## config.mk

```make
export PLATFORM = sky130hd
export DESIGN_NAME = hazard_fwd_ctrl
export DESIGN_NICKNAME = d
export VERILOG_FILES = /design/src/rtl/hazard_fwd_ctrl.sv
export SDC_FILE = /design/constraint.sdc
export NUM_CORES = 1
export LEC_CHECK = 0
export ABC_AREA = 1
export BUFFER_PORTS_ARGS = -buffer_cell sky130_fd_sc_hd__buf_4
export CAP_MARGIN = 20
export CORE_ASPECT_RATIO = 2
export CORE_MARGIN = 8
export CORE_UTILIZATION = 24
export DETAILED_ROUTE_END_ITERATION = 16
export PLACE_DENSITY = 0.42
export SLEW_MARGIN = 40
export SYNTH_ARGS = -nofsm -noshare
export SYNTH_HDL_FRONTEND = slang
export SYNTH_SLANG_ARGS = --single-unit
```

## constraint.sdc

```tcl
create_clock -name clk -period 1.4 [get_ports clk]
set_input_delay 0.14 -clock clk [delete_from_list [all_inputs] [get_ports clk]]
set_output_delay 0.14 -clock clk [all_outputs]
set_load 0.005 [all_outputs]
```

## src/rtl/hazard_fwd_ctrl.sv

```systemverilog
// hazard_fwd_ctrl: load-use / RAW hazard detection and EX operand forwarding select.
// Define FORWARDING_EN for bypass selects; otherwise dependences stall until write-back.
module hazard_fwd_ctrl (
    input  logic       clk,
    input  logic       rst,
    input  logic       id_valid,
    input  logic [4:0] id_rs,
    input  logic [4:0] id_rt,
    input  logic [4:0] id_rd,
    input  logic       id_regwrite,
    input  logic       id_memread,
    input  logic       flush,
    output logic       stall,
    output logic       bubble,
    output logic [1:0] fwd_a_sel,
    output logic [1:0] fwd_b_sel
);
    typedef enum logic {RUN, STALL} state_t;
    state_t state, state_n;
    logic [4:0] ex_rd, mem_rd;
    logic ex_wr, ex_ld, mem_wr;
    logic ex_a, ex_b, mem_a, mem_b, haz, kill;
    logic [1:0] sel_a, sel_b;

    assign ex_a  = ex_wr  && ex_rd  == id_rs && id_rs != 5'd0;
    assign ex_b  = ex_wr  && ex_rd  == id_rt && id_rt != 5'd0;
    assign mem_a = mem_wr && mem_rd == id_rs && id_rs != 5'd0;
    assign mem_b = mem_wr && mem_rd == id_rt && id_rt != 5'd0;

`ifdef FORWARDING_EN
    assign haz   = ex_ld && (ex_a || ex_b);
    assign sel_a = ex_a ? 2'd1 : mem_a ? 2'd2 : 2'd0;
    assign sel_b = ex_b ? 2'd1 : mem_b ? 2'd2 : 2'd0;
`else
    // Without bypass, the only safe source is the register file after write-back.
    logic unused_ok;
    assign unused_ok = ex_ld;
    assign haz   = ex_a || ex_b || mem_a || mem_b;
    assign sel_a = 2'd0;
    assign sel_b = 2'd0;
`endif

    always_comb begin
        stall   = id_valid && !flush && haz;
        bubble  = stall;
        state_n = state;
        case (state)
            RUN:     state_n = stall ? STALL : RUN;
            STALL:   state_n = stall ? STALL : RUN;
            default: state_n = RUN;
        endcase
    end

    assign kill = stall || flush || !id_valid;

    always_ff @(posedge clk) begin
        if (rst) begin
            state     <= RUN;
            ex_rd     <= 5'd0;
            ex_wr     <= 1'b0;
            ex_ld     <= 1'b0;
            mem_rd    <= 5'd0;
            mem_wr    <= 1'b0;
            fwd_a_sel <= 2'd0;
            fwd_b_sel <= 2'd0;
        end else begin
            state     <= state_n;
            ex_rd     <= kill ? 5'd0 : id_rd;
            ex_wr     <= !kill && id_regwrite;
            ex_ld     <= !kill && id_memread;
            mem_rd    <= ex_rd;
            mem_wr    <= ex_wr;
            fwd_a_sel <= kill ? 2'd0 : sel_a;
            fwd_b_sel <= kill ? 2'd0 : sel_b;
        end
    end
endmodule

```

==> results.sh <==
export IMPL_outcome="finished, violations left"
export IMPL_violations="setup timing"
export IMPL_path_max_fanout=3
export IMPL_period_share_pct=109
export IMPL_syn2layout_area_growth_pct=31.3
export IMPL_fin_nets=190
export IMPL_grt_max_degree=8
export IMPL_wl_per_cell_microns=10.5
export IMPL_peakVddDrop_uv=546
export IMPL_numCtsBuffers=3
export IMPL_finalCriticalPeriod_ns=1.52
export IMPL_die_x_microns=57.0
export IMPL_avgSynthCellArea_sq_um=5.61
export IMPL_worst_r2r_cell_count=9
export IMPL_ios=27
export IMPL_clockRootBuffer="clkbuf_8"
export IMPL_syn_inst=144
export IMPL_wl_microns=2100
export IMPL_via_count=820
export IMPL_die_area_sq_um=5590
export IMPL_cp_slowest_cell="dfxtp_2"
export IMPL_skew_ns=0.00184
export IMPL_crit_required_ns=1.26
export IMPL_firstDrtPassIters=4
export IMPL_slowest_delay_ns=0.34
export IMPL_setup_slack_ns=-0.124
export IMPL_cts_clk_slew_worst_paths_ns=0.05
export IMPL_cts_hold_buf=0
export IMPL_cpMostUsedCell="nand2_1"
export IMPL_gr_total_overflow=0
export IMPL_cts_sinks=12
export IMPL_max_freq_mhz=656
export IMPL_r2r_start="ex_rd[2]"
export IMPL_hold_path_startpoint="id_regwrite"
export IMPL_grt_usage_pct=7.92
export IMPL_path_buf_inv=2
export IMPL_slew_viol_final=0
export IMPL_cts_tree="done"
export IMPL_antenna_found_initial=0
export IMPL_hp_class="in2reg"
export IMPL_clk_path_buf_depth=2
export IMPL_drt_initial_drc_count=12
export IMPL_synthDistinctLibCells=15
export IMPL_hpwl_microns=1730
export IMPL_hold_end="ex_wr"
export IMPL_p_per_area_nw_per_um2=834
export IMPL_final_cell_area_sq_um=1060
export IMPL_yosys_register_bits=12
export IMPL_yosysSeqAreaShare_pct=29.7
export IMPL_clk_latency_ns=0.24
export IMPL_place_gp_congestion=0.744
export IMPL_finalSetupTns_ns=-0.246
export IMPL_fill_cells=396
export IMPL_path_cells="inv_2 > nand2_1 > nand2_1 > nor2_1 > nand3_1 > nand2_1 > nand2_2 > a21oi_2 > buf_4"
export IMPL_critPathKind="reg2out"
export IMPL_timing_rr_end="ex_rd[2]"
export IMPL_setup_viol=2
export IMPL_syn_cell_area_sq_um=808
export IMPL_core_sq_um=3300
export IMPL_ys_warn_count=0
export IMPL_grt_pass1_vias=818
export IMPL_grt_pass1_wl_microns=3550
export IMPL_placedInstanceArea_sq_um=980
export IMPL_crit_arrival_ns=1.38
export IMPL_finalPower_mw=0.885
export IMPL_worstSetupStartpointType="flop"
export IMPL_drive_above_1_share_pct=36.9
export IMPL_finalHoldViolations=0
export IMPL_htree_num_levels=1
export IMPL_drt_vias_per_instance=4.10
export IMPL_critical_path_top_delay_family="simple AND/OR/NAND/NOR gates"
export IMPL_crit_path_end_kind="output port"
export IMPL_r2r_slack_ns=0.26
export IMPL_num_rows=30
export IMPL_die_y_microns=98.1
export IMPL_max_cap_violations=0
export IMPL_initial_core_util_pct=24.5
export IMPL_antenna_cells=0
export IMPL_total_leakage_power_nw=0.575
export IMPL_final_antenna_net_count=0
export IMPL_hold_depth=3
export IMPL_route_detailed_drc=0
export IMPL_port_buffers=21
export IMPL_rsz0062_at_grt="yes"
-- cells by family (layout without fill, tap and decap cells) --
| group | after synthesis | in the layout | share of synthesized area, % |
|---|---|---|---|
| AND/OR/NAND/NOR | 95 | 95 | 49.8 |
| flip-flops | 12 | 12 | 29.7 |
| buffers and inverters | 33 | 54 | 17.6 |
| other | 1 | 4 | 0.464 |
| AO/OA/AOI/OAI | 3 | 3 | 2.32 |
-- cell type report --
cell class	count	area [sq um]	share of cell area (%)
repair buffers	22	165	15.6
multi-input cells	102	444	41.9
inverters	28	105	9.91
well taps	32	40.0	3.77
clock buffers	4	55.1	5.19
flip-flops and latches	12	251	23.7
-- state kept, by name, summed over array words and instances, names as in the netlist --
| signal | flops |
|---|---|
| ex_rd | 5 |
| mem_wr | 1 |
| ex_wr | 1 |
| mem_rd | 5 |
-- worst reg2reg max path, stage by stage (launching register included) --
cell and delay [ns]:
dfxtp_2 0.34, inv_2 0.04, nand2_1 0.05, nand2_1 0.05, nor2_1 0.12, nand3_1 0.08
nand2_1 0.08, nand2_2 0.09, nand3_4 0.13, nor2_2 0.04
-- how the worst max path moves through the flow --
stage,cells after the start,start,slack (ns),to
CTS,9,mem_rd[1],-0.13,bubble
global route,9,mem_rd[2],-0.24,bubble
finish,9,ex_rd[2],-0.12,bubble
detailed placement,9,ex_rd[4],0.08,bubble
global placement,9,ex_rd[4],0.08,bubble
floorplan,9,ex_rd[2],0.21,stall
-- placed cells by master, fill, tap and decap left out --
cell      instances
a21oi_2           1
buf_4            22
clkbuf_8          4
conb_1            4
dfxtp_1           3
dfxtp_2           9
inv_1            15
inv_2            13
nand2_1          55
nand2_2           2
nand3_1           6
nand3_4           1
nor2_1           19
nor2_2           10
nor3_1            2
o21ai_1           2
-- metrics by stage --
step	cells	utilization [%]	setup slack, ns	hold WS (ns)
after floorplan	147	-	0.211	0.211
after global placement	195	29.7	0.0819	0.359
after detailed placement	195	29.7	0.0800	0.366
after CTS	200	32.0	-0.132	0.108
after global routing	200	32.1	-0.235	0.121
final	200	32.1	-0.124	0.113
-- Yosys cell counts --
cell,number,area [sq um]
a21oi_2,1,8.76
buf_4,5,37.5
conb_1,1,3.75
dfxtp_1,12,240
inv_1,21,78.8
inv_2,7,26.3
nand2_1,55,206
nand2_2,2,12.5
nand3_1,6,30.0
nand3_4,1,17.5
nor2_1,22,82.6
nor2_2,7,43.8
nor3_1,2,10.0
o21ai_0,1,5.00
o21ai_1,1,5.00
-- layer usage --
metal  wire length [microns]  vias up  share of wire (%)  track usage (%)
met4                      33        0                1.6             4.36
li1                        -      456                  -                -
met5                       0        -                  0                0
met3                     122        4                5.8             2.21
met2                    1010       17                 48             12.5
met1                     932      343                 44             9.20
-- power breakdown --
| part | switching, mW | internal (mW) |
|---|---|---|
| combinational | 0.0771 | 0.0658 |
| sequential | 0.00601 | 0.350 |
| clock | 0.137 | 0.249 |
| total | 0.220 | 0.665 |
-- repair_timing --
action                     in CTS  in global routing
setup buffers                   1                  0
pin swaps                       2                  8
resized for setup              13                  6
setup endpoints to repair       2                  2
Power figures use the tool's default switching activity.
